**src/rtl/stack_arbiter.sv**
```systemverilog
// -----------------------------------------------------------------------------
// stack_arbiter
//
// Lets two requesters share one hardware stack. Requester 0 is the call/return
// unit and requester 1 is the data push/pop unit. Requests are granted
// round-robin. Each accepted request takes exactly three cycles:
//   IDLE  : accept. rN_ready is high for the winner only.
//   ISSUE : at most one stk_push or stk_pop pulse. A pop captures stk_rdata.
//   DONE  : a one-cycle rN_rvalid to the owner, with rdata and err valid.
// Overflow (push when full) and underflow (pop when empty) are caught in ISSUE.
// They never reach the stack. They are reported through err.
//
// Optional feature macro: STACK_ARB_STICKY_ERR_EN
//   When defined, this adds input err_clr and output err_status[1:0].
//   bit0 is a sticky overflow flag and bit1 is a sticky underflow flag.
//   err_clr clears both bits, but a new set in the same cycle wins.
//
// Ports
//   clk                 rising-edge clock
//   rst                 asynchronous reset, active low
//   rN_valid/op/wdata   request (op 0 = push, 1 = pop), held until ready
//   rN_ready            request accepted this cycle
//   rN_rvalid           completion pulse
//   rdata               last pop value, valid with rN_rvalid
//   err                 completion was rejected, valid with rN_rvalid
//   stk_push/stk_pop    stack command pulses
//   stk_wdata           push word, zero outside ISSUE
//   stk_rdata           stack output, combinational while stk_pop = 1
//   depth/full/empty    occupancy, tracked here in step with the stack
// -----------------------------------------------------------------------------
module stack_arbiter #(
    parameter int DEPTH  = 2048,
    parameter int DATA_W = 32,
    parameter int OUT_W  = 8,
    parameter int CNT_W  = 12
) (
    input  logic              clk,
    input  logic              rst,
    input  logic              r0_valid,
    input  logic              r0_op,
    input  logic [DATA_W-1:0] r0_wdata,
    output logic              r0_ready,
    output logic              r0_rvalid,
    input  logic              r1_valid,
    input  logic              r1_op,
    input  logic [DATA_W-1:0] r1_wdata,
    output logic              r1_ready,
    output logic              r1_rvalid,
    output logic [OUT_W-1:0]  rdata,
    output logic              err,
    output logic              stk_push,
    output logic              stk_pop,
    output logic [DATA_W-1:0] stk_wdata,
    input  logic [OUT_W-1:0]  stk_rdata,
`ifdef STACK_ARB_STICKY_ERR_EN
    input  logic              err_clr,
    output logic [1:0]        err_status,
`endif
    output logic [CNT_W-1:0]  depth,
    output logic              full,
    output logic              empty
);

    typedef enum logic [1:0] {
        IDLE  = 2'd0,
        ISSUE = 2'd1,
        DONE  = 2'd2
    } state_t;

    state_t             state_reg;
    state_t             state_next;

    logic               last_grant_reg;   // 0 = r0, 1 = r1
    logic               owner_reg;
    logic               op_reg;
    logic [DATA_W-1:0]  wdata_reg;
    logic [CNT_W-1:0]   depth_reg;
    logic [OUT_W-1:0]   rdata_reg;
    logic               err_reg;

    logic               accept;
    logic               grant_owner;      // 0 = r0 wins, 1 = r1 wins
    logic               issue_push;
    logic               issue_pop;
    logic               issue_reject;

    // Occupancy flags come from the registered depth.
    assign full  = (depth_reg == CNT_W'(DEPTH));
    assign empty = (depth_reg == '0);
    assign depth = depth_reg;
    assign rdata = rdata_reg;
    assign err   = err_reg;

    // Round-robin: a lone request wins. When both requesters are valid, the
    // one not granted last time wins. last_grant resets to 1, so r0 wins the
    // first contest.
    assign grant_owner = r1_valid & (~r0_valid | ~last_grant_reg);

    // rst is folded in so that no ready is seen while reset is held.
    assign accept = (state_reg == IDLE) & (r0_valid | r1_valid) & rst;

    assign issue_push   = (state_reg == ISSUE) & ~op_reg & ~full;
    assign issue_pop    = (state_reg == ISSUE) &  op_reg & ~empty;
    assign issue_reject = (state_reg == ISSUE) & ~issue_push & ~issue_pop;

    // ---------------------------------------------------------------- state reg
    always_ff @(posedge clk or negedge rst) begin
        if (!rst) begin
            state_reg <= IDLE;
        end else begin
            state_reg <= state_next;
        end
    end

    // ---------------------------------------------------------- next-state comb
    always_comb begin
        state_next = state_reg;
        case (state_reg)
            IDLE:    if (accept) state_next = ISSUE;
            ISSUE:   state_next = DONE;
            DONE:    state_next = IDLE;
            default: state_next = IDLE;
        endcase
    end

    // -------------------------------------------------------------- output comb
    // The stack commands are decoded from state, so a reset during ISSUE drops
    // them at once.
    always_comb begin
        r0_ready  = 1'b0;
        r1_ready  = 1'b0;
        r0_rvalid = 1'b0;
        r1_rvalid = 1'b0;
        stk_push  = 1'b0;
        stk_pop   = 1'b0;
        stk_wdata = '0;
        case (state_reg)
            IDLE: begin
                r0_ready = accept & ~grant_owner;
                r1_ready = accept &  grant_owner;
            end
            ISSUE: begin
                stk_push  = issue_push;
                stk_pop   = issue_pop;
                stk_wdata = wdata_reg;
            end
            DONE: begin
                r0_rvalid = ~owner_reg;
                r1_rvalid =  owner_reg;
            end
            default: ;
        endcase
    end

    // ----------------------------------------------------------------- datapath
    always_ff @(posedge clk or negedge rst) begin
        if (!rst) begin
            last_grant_reg <= 1'b1;
            owner_reg      <= 1'b0;
            op_reg         <= 1'b0;
            wdata_reg      <= '0;
            depth_reg      <= '0;
            rdata_reg      <= '0;
            err_reg        <= 1'b0;
        end else begin
            if (accept) begin
                owner_reg <= grant_owner;
                op_reg    <= grant_owner ? r1_op    : r0_op;
                wdata_reg <= grant_owner ? r1_wdata : r0_wdata;
                err_reg   <= 1'b0;
            end
            if (issue_push) begin
                depth_reg <= depth_reg + 1'b1;
            end
            if (issue_pop) begin
                depth_reg <= depth_reg - 1'b1;
                rdata_reg <= stk_rdata;
            end
            if (issue_reject) begin
                err_reg <= 1'b1;
            end
            if (state_reg == DONE) begin
                last_grant_reg <= owner_reg;
            end
        end
    end

`ifdef STACK_ARB_STICKY_ERR_EN
    // Sticky error flags. Each bit is cleared first, then any new set is
    // applied, so a set in the same cycle as err_clr wins.
    logic [1:0] err_status_reg;
    logic [1:0] err_set;

    assign err_set    = {issue_reject & op_reg, issue_reject & ~op_reg};
    assign err_status = err_status_reg;

    always_ff @(posedge clk or negedge rst) begin
        if (!rst) begin
            err_status_reg <= 2'b00;
        end else begin
            err_status_reg <= (err_clr ? 2'b00 : err_status_reg) | err_set;
        end
    end
`endif

endmodule

```
**config.mk**
```make
export PLATFORM = sky130hd
export DESIGN_NAME = stack_arbiter
export DESIGN_NICKNAME = d
export VERILOG_FILES = /design/src/rtl/stack_arbiter.sv
export SDC_FILE = /design/constraint.sdc
export NUM_CORES = 1
export LEC_CHECK = 0
export CORE_ASPECT_RATIO = 1.25
export CORE_UTILIZATION = 46
export DETAILED_ROUTE_END_ITERATION = 10
export PLACE_DENSITY = 0.86
export SYNTH_ARGS = -nofsm -noshare
export SYNTH_HDL_FRONTEND = slang
export SYNTH_SLANG_ARGS = --single-unit
```
**constraint.sdc**
```tcl
create_clock -name clk -period 5.68 [get_ports clk]
set_clock_uncertainty 0.2 [all_clocks]
set_input_delay 1.136 -clock clk [delete_from_list [all_inputs] [get_ports clk]]
set_output_delay 1.136 -clock clk [all_outputs]
set_load 0.02 [all_outputs]
```
==> results of run 1 <==
-- cell type report --
cell class | count | area [µm²]
Clock buffer | 11 | 141
Clock inverter | 5 | 53.8
Fill cell | 518 | 1820
Inverter | 6 | 22.5
Multi-Input combinational cell | 239 | 1680
Sequential cell | 58 | 1450
Tap cell | 87 | 109
Timing Repair Buffer | 143 | 1410
-- worst min-delay path, cell delays in order (launching register included) --
cell,delay [ns]
dfrtp_1,0.34
nand2_1,0.04
o21ai_0,0.06
-- worst min path at each step --
stage	startpoint	end	slack (ns)	cells after the start
3_3_place_gp	wdata_reg[29]$_DFFE_PN0P_	wdata_reg[29]$_DFFE_PN0P_	0.25	2
6_report	wdata_reg[1]$_DFFE_PN0P_	wdata_reg[1]$_DFFE_PN0P_	0.27	2
2_1_floorplan	wdata_reg[0]$_DFFE_PN0P_	wdata_reg[0]$_DFFE_PN0P_	0.24	2
3_5_place_dp	wdata_reg[1]$_DFFE_PN0P_	wdata_reg[1]$_DFFE_PN0P_	0.26	2
4_1_cts	wdata_reg[1]$_DFFE_PN0P_	wdata_reg[1]$_DFFE_PN0P_	0.28	2
5_1_grt	wdata_reg[31]$_DFFE_PN0P_	wdata_reg[31]$_DFFE_PN0P_	0.29	2
-- per-layer routing --
metal,GRT usage,vias to the layer above,routed length [µm]
li1,-,1369,-
met1,0.265,1285,3290
met2,0.374,122,3720
met3,0.0871,17,692
met4,0.0929,0,169
met5,0,-,0
-- cells by family (layout without fill, tap and decap cells) --
group                    count (synthesis)  after routing  share of synthesized area
AO/OA/AOI/OAI                           71             71                      0.135
XOR/XNOR                                11             11                     0.0298
adder cells (fa/ha/maj)                 11             11                     0.0450
buffers and inverters                   25            165                     0.0341
flip-flops                              58             58                      0.450
multiplexers                            42             42                      0.145
AND/OR/NAND/NOR                        104            104                      0.161
-- power by group through the flow --
| stage | Sequential, W | Combinational, W | Clock [W] |
|---|---|---|---|
| after floorplan | 0.000726 | 0.000409 | 0 |
| after global placement | 0.000655 | 0.000793 | 0 |
| after detailed placement | 0.000667 | 0.000808 | 0 |
| after CTS | 0.000662 | 0.000811 | 0.000384 |
| after global routing | 0.000684 | 0.000880 | 0.000398 |
| final | 0.000661 | 0.000804 | 0.000375 |
-- cell usage in the layout, fill, tap and decap left out, types with 2 or more instances in the layout --
cell / instances
clkdlybuf4s50_1: 137
dfrtp_1: 57
nand2_1: 48
and2_1: 33
mux2i_1: 33
o21ai_1: 22
o21ai_0: 21
ha_1: 10
clkbuf_8: 10
nor2_1: 9
mux2_4: 7
a21o_1: 7
xnor2_1: 6
inv_1: 5
a21oi_1: 5
xor2_1: 5
buf_4: 5
nor3_1: 3
nand2b_1: 3
clkinv_2: 3
nor4_2: 2
o211ai_1: 2
a21oi_2: 2
-- through the flow --
stage / utilization / power, W / area [µm²] / setup WS (ns) / hold WS, ns
floorplan: - / 0.00113 / 3230 / 2.41 / 0.242
global placement: 0.699 / 0.00145 / 4680 / 1.36 / 0.253
detailed placement: 0.699 / 0.00147 / 4680 / 1.34 / 0.262
CTS: 0.728 / 0.00186 / 4870 / 1.32 / 0.276
global route: 0.728 / 0.00196 / 4870 / 1.19 / 0.292
finish: 0.728 / 0.00184 / 4870 / 1.34 / 0.271
==> reports/metrics.yaml, run 1 <==
status:
  outcome: "finished, final reports clean"
clock_network:
  cts_tree: "yes"
  postCtsResizedCells: 0
  cts_setup_buffers: 0
  clk_pin_slew_ns: 0.06
  root_buffer: "clkbuf_8"
  hold_buffers: 0
  clk_path_buf_depth: 2
  cts.sink_count: 58
  cts_max_level: 3
  cts_buffers: 9
  worstSkewPairLatency_ns: 0.33
power_and_ir_drop:
  comb_power_share: 0.437
  sequentialPowerShare: 0.359
  power.density_mw_per_mm2: 378
  power.leakage_nw: 2.19
  p_clk_frac: 0.204
  intPower_w: 0.00117
  p_sw_w: 0.000666
  switching_share: 0.362
  vdd_drop_max_uv: 190
yosys:
  yosysMostFrequentCell: "dfrtp_1"
  yosys.cell_types.count: 46
  synthTopCellsByArea: "dfrtp_1 (44%), mux2i_1 (10%), and2_1 (6.4%)"
  ys_dominant_reg_cell: "dfrtp_1"
  syn_area_per_cell_um2: 10.0
  yosysWarnings: 0
  ys_seq_elements: 58
  synthTopCellsByCount: "dfrtp_1 (57), nand2_1 (48), and2_1 (33), mux2i_1 (33), o21ai_1 (22)"
  synthCells: 322
  netlist.area_leader.share: 0.442
  ys_async_sr_fraction: 1.00
  ys_seq_area_frac: 0.450
  synth_edf_count: 0
  syn-cell-area_mm2: 0.00323
  yosysTopAreaCell: "dfrtp_1"
  syn-num-nets: 411
die:
  core_area_mm2: 0.00669
  start_util: 0.483
  die-area_mm2: 0.00736
  row_count: 33
  num_io_pins: 139
  die_h_um: 95.7
  die_width_um: 76.9
layout:
  antenna_cells: 0
  largest_register_ffs: 32
  area_growth_pct: 50.9
  fin_nets: 546
  drive_above_1_share: 0.0909
  final_cells: 549
timing:
  setup_viol: 0
  fin_crit_sh: 0.764
  fin_setup_tns_ns: 0
  min_period_ns: 4.34
  worst_slew_pin_slew_ns: 0.899
  rsz0062_at_grt: "no"
  slew_violations: 0
  finalHoldViolCount: 0
  relSlewSlack: 0.400
  clock.fmax_ghz: 0.231
worst_setup_path:
  setup.worst_path.end_class: "primary output"
  crit_chain: "clkdlybuf4s50_1 > a21boi_4 > buf_4 > nor2_1 > clkdlybuf4s50_1"
  cp-startpoint: "r1_valid"
  crit_slowest_cell: "clkdlybuf4s50_1"
  cp_top_family: "buffers and inverters"
  critPathMaxStageDelay_ns: 0.56
  ff2ff_path_depth: 10
  path_max_fanout: 32
  critical_path.most_common_cell: "clkdlybuf4s50_1"
  r2r-end: "depth[10]$_DFFE_PN0P_"
  start_kind: "input pin"
  r2r_setup_slack_ns: 2.48
  crit_cells: 5
  cp.arrival_ns: 3.00
  crit_type: "input pin to primary output"
  cp_data_required_time_ns: 4.34
  critPathCapture: "r0_ready"
  path_buf_inv: 3
  rr_startpoint: "depth[6]$_DFFE_PN0P_"
global_routing:
  grt_pass1_vias: 2820
  grt_pass1_wl_um: 12800
  grt_usage: 0.227
  gr-total-overflow: 0
  grt_max_degree: 59
  grt_antenna_before_repair: 0
detailed_routing:
  drt_first_pass_iters: 4
  final_antenna_net_count: 0
  route.detailed.drc: 0
  vias: 2793
  wl_per_cell_um: 14.3
  drt_first_iter_violations: 98
  routed_wl_um: 7870
  via_per_inst: 5.09
place:
  io_buffers: 138
  gp_congestion: 0.846
  hpwl_um: 5800
  placedCellCount: 533
run:
  drv_cap: 0
worst_hold_path:
  hp-class: "flop to flop"
No activity file was read; power rests on OpenSTA's default activity.
==> run 2, diff against run 1 <==
CORE_UTILIZATION = 39   (was 46)
PLACE_DENSITY = 0.78   (was 0.86)
clock period = 3.9 ns   (was 5.68 ns; I/O delays follow)
==> run 2 against run 1 <==
Against the previous run: first-iteration DRC count decreased by 28%; routed wire length decreased by 0.32%; register-to-register slack got worse by 1.8 ns; core utilization decreased by 11 points; via count increased by 0.18%; design area increased by 0.69%; non-clock buffer count unchanged; worst setup slack got worse by 0.94 ns; final cell count increased by 1.5%; clock power increased by 63%; critical path type is now flop to primary output; critical endpoint is now stk_push; largest cell class unchanged; largest power group unchanged.
==> reports/metrics.yaml, run 2 (same netlist as run 1, synthesis figures left out) <==
status:
  outcome: "finished, final reports clean"
detailed_routing:
  wl_per_cell_um: 14.1
  drt_first_pass_iters: 4
  via_per_inst: 5.02
  drt_first_iter_violations: 71
  routed_wl_um: 7850
  vias: 2798
  final_antenna_net_count: 0
  route.detailed.drc: 0
layout:
  final_cell_mix: "clkdlybuf4s50_1 (137), dfrtp_1 (57), nand2_1 (48), and2_1 (33), mux2i_1 (33)"
  largest_register_ffs: 32
  antenna_cells: 0
  layout_commonest_cell: "clkdlybuf4s50_1"
  area_growth_pct: 52.0
  final_core_util: 0.619
  drive_above_1_share: 0.0909
  fin_nets: 546
timing:
  setup_viol: 0
  rsz0062_at_grt: "no"
  clock.fmax_ghz: 0.286
  worst_hold_slack_ns: 0.270
  min_period_ns: 3.50
  relSlewSlack: 0.507
  slew_violations: 0
  finalHoldViolCount: 0
  fin_crit_sh: 0.897
  worst_slew_pin_slew_ns: 0.740
  fin_setup_tns_ns: 0
power_and_ir_drop:
  comb_power_share: 0.425
  switching_share: 0.352
  p_sw_w: 0.000964
  p_clk_frac: 0.223
  power.leakage_nw: 2.19
  sequentialPowerShare: 0.352
  intPower_w: 0.00178
  fin_total_pwr_w: 0.00274
  power.density_mw_per_mm2: 558
  vdd_drop_max_uv: 371
worst_hold_path:
  hp-class: "flop to flop"
clock_network:
  clk_pin_slew_ns: 0.07
  cts_tree: "yes"
  cts_max_level: 3
  postCtsResizedCells: 0
  cts_setup_buffers: 0
  hold_buffers: 0
  cts_buffers: 9
  worstSkewPairLatency_ns: 0.33
  cts.sink_count: 58
  clk_path_buf_depth: 2
  root_buffer: "clkbuf_8"
worst_setup_path:
  start_kind: "flop"
  path_buf_inv: 1
  setup.worst_path.end_class: "primary output"
  cp_top_family: "simple AND/OR/NAND/NOR gates"
  cp_data_required_time_ns: 2.92
  crit_chain: "nor4_2 > nand3_2 > o211a_4 > nor2_2 > clkdlybuf4s50_1"
  cp.arrival_ns: 2.52
  crit_slowest_cell: "clkdlybuf4s50_1"
  crit_type: "flop to primary output"
  path_max_fanout: 21
  critPathMaxStageDelay_ns: 0.62
die:
  num_io_pins: 139
  row_count: 36
  start_util: 0.407
  core_area_mm2: 0.00793
  die_h_um: 104
  die-area_mm2: 0.00865
  die_width_um: 83.4
global_routing:
  grt_pass1_wl_um: 13200
  grt_pass1_vias: 2712
  grt_max_degree: 68
  grt_antenna_before_repair: 0
  gr-total-overflow: 0
  grt_usage: 0.192
place:
  hpwl_um: 5790
  io_buffers: 138
  gp_congestion: 0.931
run:
  drv_cap: 0
## run 2: layout make-up
type / instances / area (µm²)
Clock buffer: 11 / 141
Clock inverter: 5 / 77.6
Fill cell: 688 / 3020
Inverter: 6 / 22.5
Multi-Input combinational cell: 239 / 1680
Sequential cell: 58 / 1450
Tap cell: 95 / 119
Timing Repair Buffer: 143 / 1410
## run 2: per-layer routing
metal | vias to the layer above | track usage | wire [µm]
met2 | 111 | 0.326 | 3940
met4 | 0 | 0.0616 | 102
met3 | 13 | 0.0614 | 587
li1 | 1370 | - | -
met5 | - | 0 | 0
met1 | 1304 | 0.228 | 3220
## run 2: metrics by stage
step / area, µm² / setup slack [ns] / cells
6_report: 4910 / 0.403 / 557
5_1_grt: 4910 / 0.247 / 557
4_1_cts: 4910 / 0.358 / 557
3_5_place_dp: 4690 / 0.496 / 541
3_3_place_gp: 4690 / 0.570 / 541
2_1_floorplan: 3230 / 0.859 / 322
## run 2: power by group through the flow
| stage | logic, W | clock network, W | registers [W] |
|---|---|---|---|
| final | 0.00116 | 0.000610 | 0.000964 |
| after global routing | 0.00127 | 0.000658 | 0.000998 |
| after CTS | 0.00118 | 0.000630 | 0.000967 |
| after detailed placement | 0.00118 | 0 | 0.000977 |
| after global placement | 0.00115 | 0 | 0.000962 |
| after floorplan | 0.000595 | 0 | 0.00106 |
## run 2: tightest hold or removal path: cells and delay by family, from the launching register on
kind             cells  cell delay (ns)
flip-flops           1             0.34
AO/OA/AOI/OAI        1             0.06
AND/OR/NAND/NOR      1             0.04
## run 2: path summary, 6_finish.rpt
kind                       depth (start not counted)                        to                      from  slack [ns]
setup / recovery                                   5                  stk_push      depth[0]$_DFFE_PN0P_        0.40
hold / removal                                     2  wdata_reg[9]$_DFFE_PN0P_  wdata_reg[9]$_DFFE_PN0P_        0.27
setup reg to reg                                  10     depth[10]$_DFFE_PN0P_      depth[0]$_DFFE_PN0P_        0.67
hold reg to reg                                    2  wdata_reg[9]$_DFFE_PN0P_  wdata_reg[9]$_DFFE_PN0P_        0.27
max in group asynchronous                          2      depth[7]$_DFFE_PN0P_                       rst        2.56
min in group asynchronous                          2      depth[2]$_DFFE_PN0P_                       rst        0.43
==> run 3, diff against run 2 <==
CORE_UTILIZATION = 57   (was 39)
DONT_BUFFER_PORTS = 1   (was unset)
PLACE_DENSITY = 0.75   (was 0.78)
==> run 3 against run 2 <==
Against the previous run: design area shrank 29%; fmax grew 9.5%; total power shrank 17%; sequential cell count is the same; die area shrank 31%; critical endpoint is now depth[11]$_DFFE_PN0P_; largest cell class unchanged; largest power group is now registers; highest routed layer unchanged.
==> reports/metrics.yaml, run 3 (same netlist as run 1, synthesis figures left out) <==
worst_setup_path:
  r2r-end: "depth[11]$_DFFE_PN0P_"
  crit_type: "flop to flop"
  start_kind: "flop"
  r2r_setup_slack_ns: 0.71
  critPathMaxStageDelay_ns: 0.49
  critical_path.most_common_cell: "a21oi_2"
  crit_slowest_cell: "dfrtp_1"
  cp_data_required_time_ns: 3.90
  rr_startpoint: "depth[6]$_DFFE_PN0P_"
  cp.arrival_ns: 3.20
  setup.worst_path.end_class: "flop"
  crit_chain: "nor4_2 > nand3_2 > o211a_4 > ha_1 > a21o_1 > a21oi_2 > a21oi_2 > a31oi_2 > mux2i_4 > xnor2_1"
  path_max_fanout: 21
  ff2ff_path_depth: 10
timing:
  finalHoldViolCount: 0
  relSlewSlack: 0.657
  worst_slew_pin_slew_ns: 0.514
  clock.fmax_ghz: 0.313
  min_period_ns: 3.19
  setup_viol: 0
  fin_crit_sh: 0.819
  rsz0062_at_grt: "no"
  slew_violations: 0
  setup_ws_ns: 0.706
  fin_setup_tns_ns: 0
layout:
  layout_commonest_cell: "dfrtp_1"
  fin_nets: 409
  num-fill-cells: 468
  final_cell_area_mm2: 0.00348
  regArea_mm2: 0.00145
  drive_above_1_share: 0.132
  multi_input_area_mm2: 0.00168
  final_core_util: 0.639
  antenna_cells: 0
  largest_register_ffs: 32
  area_growth_pct: 7.75
  final_cell_mix: "dfrtp_1 (57), nand2_1 (48), and2_1 (33), mux2i_1 (33), o21ai_1 (22)"
run:
  drv_cap: 0
power_and_ir_drop:
  power.density_mw_per_mm2: 655
  fin_total_pwr_w: 0.00228
  vdd_drop_max_uv: 406
  power.leakage_nw: 1.66
detailed_routing:
  drt_first_iter_violations: 107
  route.detailed.drc: 0
  vias: 2220
  dr_wl_met2_um: 3140
  drt_first_pass_iters: 3
  routed_wl_um: 6300
  highest_layer: "met4"
  wl_per_cell_um: 16.2
  via_per_inst: 5.71
  met3WireLength_um: 416
  m1WireLength_um: 2640
  final_antenna_net_count: 0
clock_network:
  worstSkewPairLatency_ns: 0.33
  cts_buffers: 9
  clk_path_buf_depth: 2
  hold_buffers: 1
  cts_max_level: 3
  cts_setup_buffers: 0
  cts.sink_count: 58
  root_buffer: "clkbuf_8"
  cts_tree: "yes"
  postCtsResizedCells: 0
  clk_pin_slew_ns: 0.07
place:
  hpwl_um: 4540
  io_buffers: 0
  gp_congestion: 0.838
  postPlaceCellArea_mm2: 0.00327
  pre_cts_ws_ns: 0.696
die:
  start_util: 0.593
  die-area_mm2: 0.00597
  core_area_mm2: 0.00544
  num_io_pins: 139
  die_h_um: 86.1
  die_width_um: 69.3
  row_count: 30
global_routing:
  grt_antenna_before_repair: 0
  grt_pass1_vias: 2179
  grt_usage: 0.225
  gr-total-overflow: 0
  grt_max_degree: 58
  grt_pass1_wl_um: 10400
worst_hold_path:
  hp-class: "input pin to async pin"
status:
  outcome: "finished, final reports clean"
## run 3: critical path, delay by kind of cell, from the launching register on
family / cells / cell delay, ns
compound gates: 5 / 1.09
xor+xnor: 1 / 0.07
fa+ha+maj: 1 / 0.40
flops: 1 / 0.49
mux: 1 / 0.26
simple gates: 2 / 0.55
## run 3: through the flow
stage | cells | hold slack, ns
2_1_floorplan | 322 | 0.242
3_3_place_gp | 372 | 0.252
6_report | 389 | 0.0823
3_5_place_dp | 372 | 0.262
4_1_cts | 389 | 0.0680
5_1_grt | 389 | 0.0626
## run 3: final cells by class
cell class | count | share of cell area
clock buffers | 10 | 0.0396
well taps | 64 | 0.0230
clock inverters | 6 | 0.0119
inverters | 6 | 0.00647
repair buffers | 6 | 0.0187
flip-flops and latches | 58 | 0.418
multi-input cells | 239 | 0.483
## run 3: power breakdown
group	internal [W]	leakage (nW)	switching, W	total (W)
registers	0.000803	0.718	0.000300	0.00110
clock network	0.000247	0.0847	0.000249	0.000496
logic	0.000304	0.860	0.000374	0.000679
total	0.00135	1.66	0.000924	0.00228
## run 3: how the worst max path moves through the flow
stage                          from                    end  slack, ns  cells after the start
2_1_floorplan  depth[1]$_DFFE_PN0P_  depth[11]$_DFFE_PN0P_       0.86                     11
3_3_place_gp   depth[6]$_DFFE_PN0P_  depth[11]$_DFFE_PN0P_       0.78                     10
3_5_place_dp   depth[1]$_DFFE_PN0P_   depth[8]$_DFFE_PN0P_       0.70                     10
4_1_cts        depth[1]$_DFFE_PN0P_  depth[11]$_DFFE_PN0P_       0.69                     10
5_1_grt        depth[6]$_DFFE_PN0P_   depth[8]$_DFFE_PN0P_       0.53                     10
6_report       depth[6]$_DFFE_PN0P_  depth[11]$_DFFE_PN0P_       0.71                     10
## run 3: per-layer routing
layer	track usage	vias to the layer above
met4	0.0946	0
met1	0.273	1017
met5	0	-
met2	0.373	96
li1	-	1098
met3	0.0658	9
